**src/rtl/cordic_result_fifo.sv**
```systemverilog
// Result buffer at the tail of the CORDIC pipeline: a first-word-fall-through FIFO
// for {x,y,z} results, with credit tracking so the feeder never overruns it.
module cordic_result_fifo #(
    parameter int DEPTH = 16,
    localparam int CW = $clog2(DEPTH) + 1
) (
    input  logic          clk,
    input  logic          reset,
    input  logic          issue_in,
    input  logic          valid_in,
    input  logic [15:0]   x_in,
    input  logic [15:0]   y_in,
    input  logic [15:0]   z_in,
    output logic          can_issue,
    output logic          out_valid,
    input  logic          out_ready,
    output logic [15:0]   out_x,
    output logic [15:0]   out_y,
    output logic [15:0]   out_z,
    output logic [CW-1:0] level,
    output logic          overflow,
    input  logic          clear_ovf
);

    localparam int AW = $clog2(DEPTH);
    localparam logic [CW-1:0] FULL_C = CW'(DEPTH);

    logic [47:0]   mem_r [DEPTH];
    logic [AW-1:0] wr_ptr_r;
    logic [AW-1:0] rd_ptr_r;
    logic [CW-1:0] count_r;
    logic [CW-1:0] inflight_r;
    logic          overflow_r;

    logic          push_s;
    logic          pop_s;
    logic          drop_s;
    logic [CW-1:0] count_next_s;
    logic [CW-1:0] inflight_next_s;
    logic [CW:0]   credit_sum_s;
    logic [47:0]   head_s;

    // Handshake decode, next-state counters and output presentation
    always_comb begin
        pop_s           = (count_r != {CW{1'b0}}) && out_ready;
        push_s          = valid_in && ((count_r < FULL_C) || pop_s);
        drop_s          = valid_in && !push_s;
        count_next_s    = count_r;
        inflight_next_s = inflight_r;
        head_s          = mem_r[rd_ptr_r];

        if (push_s && !pop_s) begin
            count_next_s = count_r + CW'(1'b1);
        end else if (!push_s && pop_s) begin
            count_next_s = count_r - CW'(1'b1);
        end else begin
            count_next_s = count_r;
        end

        // In-flight credits saturate at both ends; simultaneous issue and result cancel
        case ({issue_in, valid_in})
            2'b10: begin
                if (inflight_r != FULL_C) begin
                    inflight_next_s = inflight_r + CW'(1'b1);
                end else begin
                    inflight_next_s = inflight_r;
                end
            end
            2'b01: begin
                if (inflight_r != {CW{1'b0}}) begin
                    inflight_next_s = inflight_r - CW'(1'b1);
                end else begin
                    inflight_next_s = inflight_r;
                end
            end
            default: inflight_next_s = inflight_r;
        endcase

        credit_sum_s = {1'b0, count_r} + {1'b0, inflight_r};
        can_issue    = credit_sum_s < {1'b0, FULL_C};
        out_valid    = count_r != {CW{1'b0}};
        level        = count_r;
        overflow     = overflow_r;

        if (out_valid) begin
            out_x = head_s[47:32];
            out_y = head_s[31:16];
            out_z = head_s[15:0];
        end else begin
            out_x = 16'h0000;
            out_y = 16'h0000;
            out_z = 16'h0000;
        end
    end

    // Pointer, occupancy, credit and sticky overflow state
    always_ff @(posedge clk or posedge reset) begin
        if (reset) begin
            wr_ptr_r   <= {AW{1'b0}};
            rd_ptr_r   <= {AW{1'b0}};
            count_r    <= {CW{1'b0}};
            inflight_r <= {CW{1'b0}};
            overflow_r <= 1'b0;
        end else begin
            if (push_s) begin
                wr_ptr_r <= wr_ptr_r + AW'(1'b1);
            end
            if (pop_s) begin
                rd_ptr_r <= rd_ptr_r + AW'(1'b1);
            end
            count_r    <= count_next_s;
            inflight_r <= inflight_next_s;
            if (drop_s) begin
                overflow_r <= 1'b1;
            end else if (clear_ovf) begin
                overflow_r <= 1'b0;
            end
        end
    end

    // Storage is left unreset; reads are gated by out_valid
    always_ff @(posedge clk) begin
        if (push_s) begin
            mem_r[wr_ptr_r] <= {x_in, y_in, z_in};
        end
    end

endmodule

```
**config.mk**
```make
export PLATFORM = sky130hd
export DESIGN_NAME = cordic_result_fifo
export DESIGN_NICKNAME = d
export VERILOG_FILES = /design/src/rtl/cordic_result_fifo.sv
export SDC_FILE = /design/constraint.sdc
export NUM_CORES = 1
export LEC_CHECK = 0
export ABC_AREA = 0
export BUFFER_PORTS_ARGS = -buffer_cell sky130_fd_sc_hd__buf_2
export CORE_MARGIN = 1.5
export CORE_UTILIZATION = 45
export CTS_CLUSTER_DIAMETER = 100
export DETAILED_ROUTE_END_ITERATION = 12
export PLACE_DENSITY_LB_ADDON = 0.05
export SYNTH_ARGS = -nofsm -noshare
export SYNTH_HDL_FRONTEND = slang
export SYNTH_SLANG_ARGS = --single-unit
```
**constraint.sdc**
```tcl
create_clock -name clk -period 13.85 [get_ports clk]
set_input_delay 1.385 -clock clk [delete_from_list [all_inputs] [get_ports clk]]
set_output_delay 1.385 -clock clk [all_outputs]
set_load 0.02 [all_outputs]
```
* Yosys cells after proc, flatten, opt, wreduce, memory -nomap -nowiden
Memory sizes are Yosys's and may differ from the RTL's.
Cells that the tools add are included.
** Operators by class
- Add/sub/neg operators :: 7
- $lt $le $gt $ge :: 2
- Equality and inequality tests :: 5
- Mux-type cells :: 12
- Reductions and logical operators :: 14
** Operators by type and width (count)
- $mux 16 :: 3
- $mux 5 :: 4
- $add 5x1->5 const B :: 2
- $pmux 5 s2 :: 1
- $reduce_bool 5->1 :: 2
- $sub 5x1->5 const B :: 2
- $add 4x1->4 const B :: 2
- $add 5x5->6 :: 1
- $lt 6x5->1 const B :: 1
- $reduce_bool 2->1 :: 3
- $logic_and 1x1->1 :: 5
- $lt 5x5->1 const B :: 1
- $ne 5x5->1 const B :: 1
- $mux 1 :: 4
- $ne 2x2->1 const B :: 2
- $reduce_and 3->1 :: 1
- $eq 2x1->1 const B :: 1
- $eq 2x2->1 const B :: 1
- $logic_not 1->1 :: 2
- $logic_or 1x1->1 :: 1
** Storage, ports and cells
- Register bits :: 19
- Memory bits (writable) :: 768
- Input bits :: 54
- Output and inout bits :: 56
- Word-level logic and storage cells :: 46
- Memories kept :: 1
** Memory list
- mem_r :: depth 16, width 48, rd ports 1, clocked after memory_dff 0, write ports 1, RTL line 28 : logic [47:0] mem_r [DEPTH];

* Depth between registers and ports, before layout
Gate-level depths: netlist of run 1.
- Word-level depth :: 8
- Gate-level depth with buffers :: 10
- Depth with buffers taken out :: 10

* Worst setup path after synthesis of run 1
No wires, ideal clock.
- Path type :: input-to-reg
- Start point :: in out_ready
- End point :: mem mem_r[0][0] (enable)
- Setup time :: 572 ps
- Arrival :: 6189 ps
- Path slack :: 7089 ps
- Stages on the path :: 3
- Cells stage by stage :: nand2b_1 > nand2_1 > nor4_1
** On the way
- Word-level cells in the longest chain between the ends :: 5
** RTL lines
- start, declared :: RTL line 16 : input logic out_ready,
- $logic_and 1x1->1 :: RTL line 45 : pop_s = (count_r != {CW{1'b0}}) && out_ready;
- $logic_or 1x1->1 :: RTL line 46 : push_s = valid_in && ((count_r < FULL_C) || pop_s);
- $logic_and 1x1->1 :: RTL line 46
- $mux 1 :: RTL line 123 : if (push_s) begin
- $mux 1 (not written as such) :: RTL line 124 : mem_r[wr_ptr_r] <= {x_in, y_in, z_in};
- end, declared :: RTL line 28
No other way between the ends.

* Worst setup path in the final report of run 1
- Start point :: reg rd_ptr_r[0]
- End point :: out out_y[0]
** On the way
- Word-level cells in the longest chain between the ends :: 2
** RTL lines
- start, declared :: RTL line 30 : logic [AW-1:0] rd_ptr_r;
- start signal, assigned :: RTL line 100 : rd_ptr_r <= {AW{1'b0}};
- start signal, assigned :: RTL line 109 : rd_ptr_r <= rd_ptr_r + AW'(1'b1);
- $mem_v2 16x48
- $mux 16 :: RTL line 85 : if (out_valid) begin
- end, declared :: RTL line 18 : output logic [15:0] out_y,
No other way between the ends.

==> results.md, run 1 <==
* Status: completed
* Global placer's final weighted congestion at 0.690
* Post-route ant nets at 0
* Crit path capture type: primary output
* CP required at roughly 12 ns
* Worst skew pair latency at a little over 0.6 ns
* WL/cell at 28.5 um
* Crit Reg-Reg Endpoint: level[4]$_DFFE_PP0P_
* Die Y at 263 um
* Delay-heaviest family, CP: buffers and inverters
* Min-delay worst type: reg -> reg
* Setup TNS at 0 ns
* Unrepaired setup endpoints after global routing: no
* Clock Tree Buf Depth at 3
* Fin. Hold Viols at 0
* Root Driver: clkbuf_16
* Measured slew at the worst slew-check pin at 1.06 ns
* Final core occ at 51.9%
* Largest net degree at the start of global routing at just under 100
* Minimum clock period at about 5.5 ns
* Post-layout nets at 1538
* Area grow syn2layout at 14.4%
* Finished Cell Area at 34800 um2
* CP dominant cell by count: buf_4
* Drt first pass iters at 5
* CP Capture Point: out_y[0]
* Post-synth top area share at 75.8%
* Drt total wl at approximately 69000 um
* DR vias at 13900
* Clk sinks at 787
* Worst Setup SP: rd_ptr_r[0]$_DFFE_PP0P_
* Largest area contributor in the netlist: edfxtp_1
* Pwr dens at 213 nW/um2
* WP buf/inv at 3
* Worst setup SP type: flip-flop
* Crit Path Class: reg -> out
* Hold WS at 0.526 ns
* Max Freq at ~180 MHz
* Synthesized flop and latch total at 787
* CTS clock-pin slew for the worst setup and hold paths at 0.06 ns
* Cells after synthesis at 1308
* Peak VDD IR at around 150 uV
* Initial antenna violation count at 6
* Share of cells above drive strength 1 at 34.5%
* Worst Skew at 0.0152 ns
* Drc violations at 0
* CTS resizes at 0
* Die width at 263 um
* Placement Setup Slack at 8.88 ns
* Finish-stage setup viols at 0
* Sequential share of the synthesized area at 77.4%
* Max_cap viols at 0
* Post-Syn Area at a little over 30000 um2
* CP Depth at 6
* Core area at 67000 um2
* Cell variety after synth at 41
* IO Port Bufs at 109
* All-Layer GR Usage at 20.2%
* First-pass GRT wire length at 101000 um
* Post-synth EDFFs at 768
* Inserted Clock Buffers at 84
* Post-synth top flop: edfxtp_1
* DR iter-0 viols at 1217
* Starting Density at 45.4%
* CTS H-tree lvls at 3
* Flop-to-flop setup slack at about 10 ns
* Fin. max-slew vios at 0
* Post-DP HPWL at 33100 um
* Syn_area_per_cell at 23.3 um2
* Most frequent cell after synthesis: edfxtp_1
* Syn nets at 1380
* Grt total ovfl at 0
* Slew headroom at between 20% and 30%
* Period utilisation layout at 39.5%
* Arr. time, crit path at approximately 4 ns
* Worst setup margin at 8.38 ns
* Worst path max stage delay at 0.78 ns
* TritonCTS clock tree: done
* Top post-synthesis cells by count: edfxtp_1 (768), mux4_2 (193), mux2_2 (52)
* Vias/cell at 5.77
* Row count at 95
* Worst path slowest cell: buf_4
* Crit Reg-Reg Startpoint: level[1]$_DFFE_PP0P_
* Number of global-route vias before repair at 14600
* # IOs at 110
* Async SR Flop Fraction at 2.41%
* Dominant cells by area after synthesis: edfxtp_1 (76%), mux4_2 (14%), mux2_2 (1.9%)
* CP cell instances: buf_4 -> buf_4 -> mux4_2 -> nor2b_1 -> a221o_1 -> buf_2
* Syn. warnings at 0
* Die area at slightly below 70000 um2
* Placed inst area at 32100 um2
* Leakage at approximately 11 nW
* Post-CTS Setup Inserts at 0
* Reg2Reg Depth at 9
* Antenna diodes at 0
* # hold bufs at CTS at 0
* Crit Path Max Fanout at 42
==> tightest hold or removal path: cells and delay by family, from the launching register on <==
family / cells / cell delay, ns
buf+inv: 1 / 0.05
compound gates: 1 / 0.06
flops: 1 / 0.37
==> power by group <==
| group | total (mW) | switching, mW | leakage, nW | internal [mW] |
|---|---|---|---|---|
| combinational | 2.19 | 1.20 | 2.72 | 0.993 |
| clock | 2.23 | 0.909 | 1.34 | 1.32 |
| sequential | 3.01 | 0.166 | 7.15 | 2.84 |
==> placed cells by master (no fill, tap or decap), types with 10 or more instances in the layout <==
master,count
buf_4,29
mux2_2,52
clkbuf_1,15
edfxtp_1,768
inv_1,15
nor2b_1,41
clkinv_2,16
clkbuf_16,87
clkinv_1,20
mux4_2,193
dfrtp_1,16
a221o_1,49
ha_1,16
xnor2_1,10
buf_2,109
==> routing by layer <==
layer  up-vias  GRT usage (%)  part of all wire (%)
li1       5895              -                     -
met1      7602           28.6                    45
met2       281           33.3                    49
met3       101           2.99                   3.9
met4        10           5.01                   1.7
met5         -              0                 0.082
==> cell families (layout without fill, tap and decap cells) <==
kind of cell	count (synthesis)	after routing	synth area share, %
DFF	787	787	77.4
muxes	246	246	16.2
and+or+nand+nor	90	90	1.78
buffers and inverters	83	309	1.35
AOI/OAI and AO/OA	72	72	2.11
adders and majority gates	18	18	0.790
xor gates and xnor gates	12	12	0.345
==> flip-flops by register name, indices dropped and copies added (netlist names) <==
name,count
wr_ptr_r,4
rd_ptr_r,4
inflight_r,5
mem_r,768
overflow,1
level,5
==> worst min path at each step <==
stage	start	endpoint	slack [ns]	depth (start not counted)
floorplan	inflight_r[0]$_DFFE_PP0P_	inflight_r[0]$_DFFE_PP0P_	0.51	1
global placement	overflow$_DFFE_PP0P_	overflow$_DFFE_PP0P_	0.51	2
detailed placement	overflow$_DFFE_PP0P_	overflow$_DFFE_PP0P_	0.52	2
CTS	overflow$_DFFE_PP0P_	overflow$_DFFE_PP0P_	0.53	2
global route	overflow$_DFFE_PP0P_	overflow$_DFFE_PP0P_	0.55	2
finish	overflow$_DFFE_PP0P_	overflow$_DFFE_PP0P_	0.53	2
==> per-stage QoR <==
stage	total power, mW	instances
after floorplan	4.61	1308
after global placement	5.30	2253
after detailed placement	5.31	2253
after CTS	7.54	2407
after global routing	7.74	2407
final	7.42	2407
==> final cells by class <==
| cell class | instances | area, um2 |
|---|---|---|
| clock inverter | 52 | 503 |
| fill | 5309 | 32200 |
| timing repair buffer | 139 | 783 |
| tap | 873 | 1090 |
| clock buffer | 102 | 2230 |
| multi-input combinational | 438 | 6570 |
| sequential | 787 | 23500 |
| inverter | 16 | 60.1 |
Note: power is estimated with default switching activity, not from simulation.
==> inputs of run 2 (changes only) <==
==> constraint.sdc (replaced) <==
create_clock -name clk -period 5.35 [get_ports clk]
set_input_delay 0.535 -clock clk [delete_from_list [all_inputs] [get_ports clk]]
set_output_delay 0.535 -clock clk [all_outputs]
set_load 0.02 [all_outputs]
==> results.md, run 2 (same netlist as run 1, synthesis figures left out) <==
* Status: completed
* Clock network power share at 28.3% (-1.7 points)
* Arr. time, crit path at 3.62 ns (-0.47 ns)
* CTS H-tree lvls at 3 (unchanged)
* Largest net degree at the start of global routing at 65 (-34%)
* Worst skew pair latency at 0.61 ns (about the same)
* DR vias at 13700 (-1.3%)
* Peak VDD IR at 312 uV (+100%)
* Placed inst area at 32200 um2 (+0.30%)
* Reg power frac at 41.3% (+0.8 points)
* Crit Path Max Fanout at 56 (+33%)
* Post-route ant nets at 0 (unchanged)
* DR iter-0 viols at 1116 (-8.3%)
* Number of global-route vias before repair at 14900 (+1.5%)
* Core area at 67000 um2 (unchanged)
* Inserted Clock Buffers at 83 (-1.2%)
* Worst Skew at 0.0172 ns (+0.00194 ns)
* CTS clock-pin slew for the worst setup and hold paths at 0.05 ns (about the same)
* Drt first pass iters at 5 (unchanged)
* Finish-stage setup viols at 0 (unchanged)
* Starting Density at 45.4% (unchanged)
* Initial antenna violation count at 7 (+1)
* Global placer's final weighted congestion at 0.734 (+6.4%)
* Unrepaired setup endpoints after global routing: no
* All-Layer GR Usage at 20.2% (-0.062 points)
* Commonest non-fill, non-tap cell in the layout: edfxtp_1
* Fin. Hold Viols at 0 (unchanged)
* WL/cell at 28.4 um (-0.33%)
* Combinational share of power at 30.4% (+0.9 points)
* Minimum clock period at a little over 4 ns
* Grt total ovfl at 0 (unchanged)
* Row count at 95 (unchanged)
* Post-CTS Setup Inserts at 0 (unchanged)
* Root Driver: clkbuf_16
* Finished Cell Area at 34700 um2 (-0.36%)
* Die Y at 263 um (unchanged)
* Drt total wl at 68400 um (-0.29%)
* Clock Tree Buf Depth at 3 (unchanged)
* Clk sinks at 787 (unchanged)
* Int Power at 13.1 mW (+150%)
* NetSw at 5.82 mW (+160%)
* Min-delay worst type: in -> async
* Post-layout nets at 1543 (+0.33%)
* Max reg flops at 768 (unchanged)
* Biggest register: mem_r
* Max_cap viols at 0 (unchanged)
* Die width at 263 um (unchanged)
* Slew headroom at 21.0% (-8.5 points)
* Max Freq at approximately 240 MHz
* Placement Setup Slack at 1.71 ns (-7.17 ns)
* Setup TNS at 0 ns (unchanged)
* Pwr dens at 544 nW/um2 (+160%)
* Measured slew at the worst slew-check pin at 1.18 ns (+0.125 ns)
* Die area at 69200 um2 (unchanged)
* Drc violations at 0 (unchanged)
* Crit Path Class: reg -> out
* First-pass GRT wire length at 101000 um (-0.40%)
* Crit path capture type: primary output
* Commonest cells after routing, fill and taps aside: edfxtp_1 (768), mux4_2 (193), buf_2 (109)
* Switching Share at 30.8% (+0.24 points)
* Vias/cell at 5.69 (-1.3%)
* Fin. max-slew vios at 0 (unchanged)
* Worst setup margin at 1.20 ns (-7.18 ns)
* IO Port Bufs at 109 (unchanged)
* TritonCTS clock tree: done
* CTS resizes at 0 (unchanged)
* Worst setup SP type: flip-flop
* Post-DP HPWL at 34600 um (+4.4%)
* Period utilisation layout at just under 80%
* # hold bufs at CTS at 0 (unchanged)
* Share of cells above drive strength 1 at 34.5% (about the same)
* CP required at 4.82 ns (-7.65 ns)
* Leakage at 11.1 nW (-0.53%)
* Area grow syn2layout at 14.0%
* # IOs at 110 (unchanged)
-- run 2: cell count changes in the layout (fill, tap and decap cells not counted), sizes merged --
cell / change
buf: +6
bufinv: -6
clkbuf: +4
clkinv: -4
diode: +3
inv: -3
clkinvlp: +1
-- run 2: cell type report --
cell class / instances / area (um2)
multi-input combinational: 438 / 6570
inverter: 16 / 60.1
timing repair buffer: 145 / 878
fill: 5343 / 32400
antenna: 3 / 7.51
clock buffer: 106 / 2230
tap: 873 / 1090
sequential: 787 / 23500
clock inverter: 40 / 280
-- run 2: worst max-delay path, cell delays in order (launching register included) --
cell and delay (ns):
dfrtp_4 1.02, buf_4 0.72, mux4_2 0.40, mux2_2 0.27, a221o_1 0.37, buf_2 0.19
-- run 2: per-stage QoR --
step / total power [mW] / hold WS [ns] / std cells / util, %
final: 18.9 / 0.0822 / 2408 / 51.7
after global routing: 19.7 / 0.107 / 2408 / 51.7
after CTS: 19.2 / 0.0736 / 2405 / 51.7
after detailed placement: 13.8 / 0.519 / 2259 / 48.0
after global placement: 13.8 / 0.510 / 2259 / 48.0
after floorplan: 11.9 / 0.486 / 1308 / -
-- run 2: worst paths after layout --
check / from / endpoint / slack [ns] / cells after the start
setup reg to reg: level[1]$_DFFE_PP0P_ / level[4]$_DFFE_PP0P_ / 1.89 / 9
min in group clk: clear_ovf / overflow$_DFFE_PP0P_ / 0.13 / 2
setup / recovery: rd_ptr_r[3]$_DFFE_PP0P_ / out_x[15] / 1.20 / 5
max in group asynchronous: reset / rd_ptr_r[3]$_DFFE_PP0P_ / 4.68 / 2
hold / removal: reset / level[1]$_DFFE_PP0P_ / 0.08 / 2
hold reg to reg: overflow$_DFFE_PP0P_ / overflow$_DFFE_PP0P_ / 0.53 / 2
-- run 2: layer usage --
layer	global-route usage (%)	share of wire [%]	vias up
met4	5.81	1.9	6
met1	27.2	44	7481
met3	3.08	3.3	90
met2	34.2	51	229
li1	-	-	5906
met5	0	0.060	-
-- run 2: power groups by stage --
stage | Combinational (mW) | Sequential [mW] | Clock, mW
after floorplan | 4.26 | 7.66 | 0
after global placement | 5.86 | 7.92 | 0
after detailed placement | 5.88 | 7.95 | 0
after CTS | 5.90 | 7.82 | 5.49
after global routing | 6.15 | 7.87 | 5.71
final | 5.74 | 7.80 | 5.34
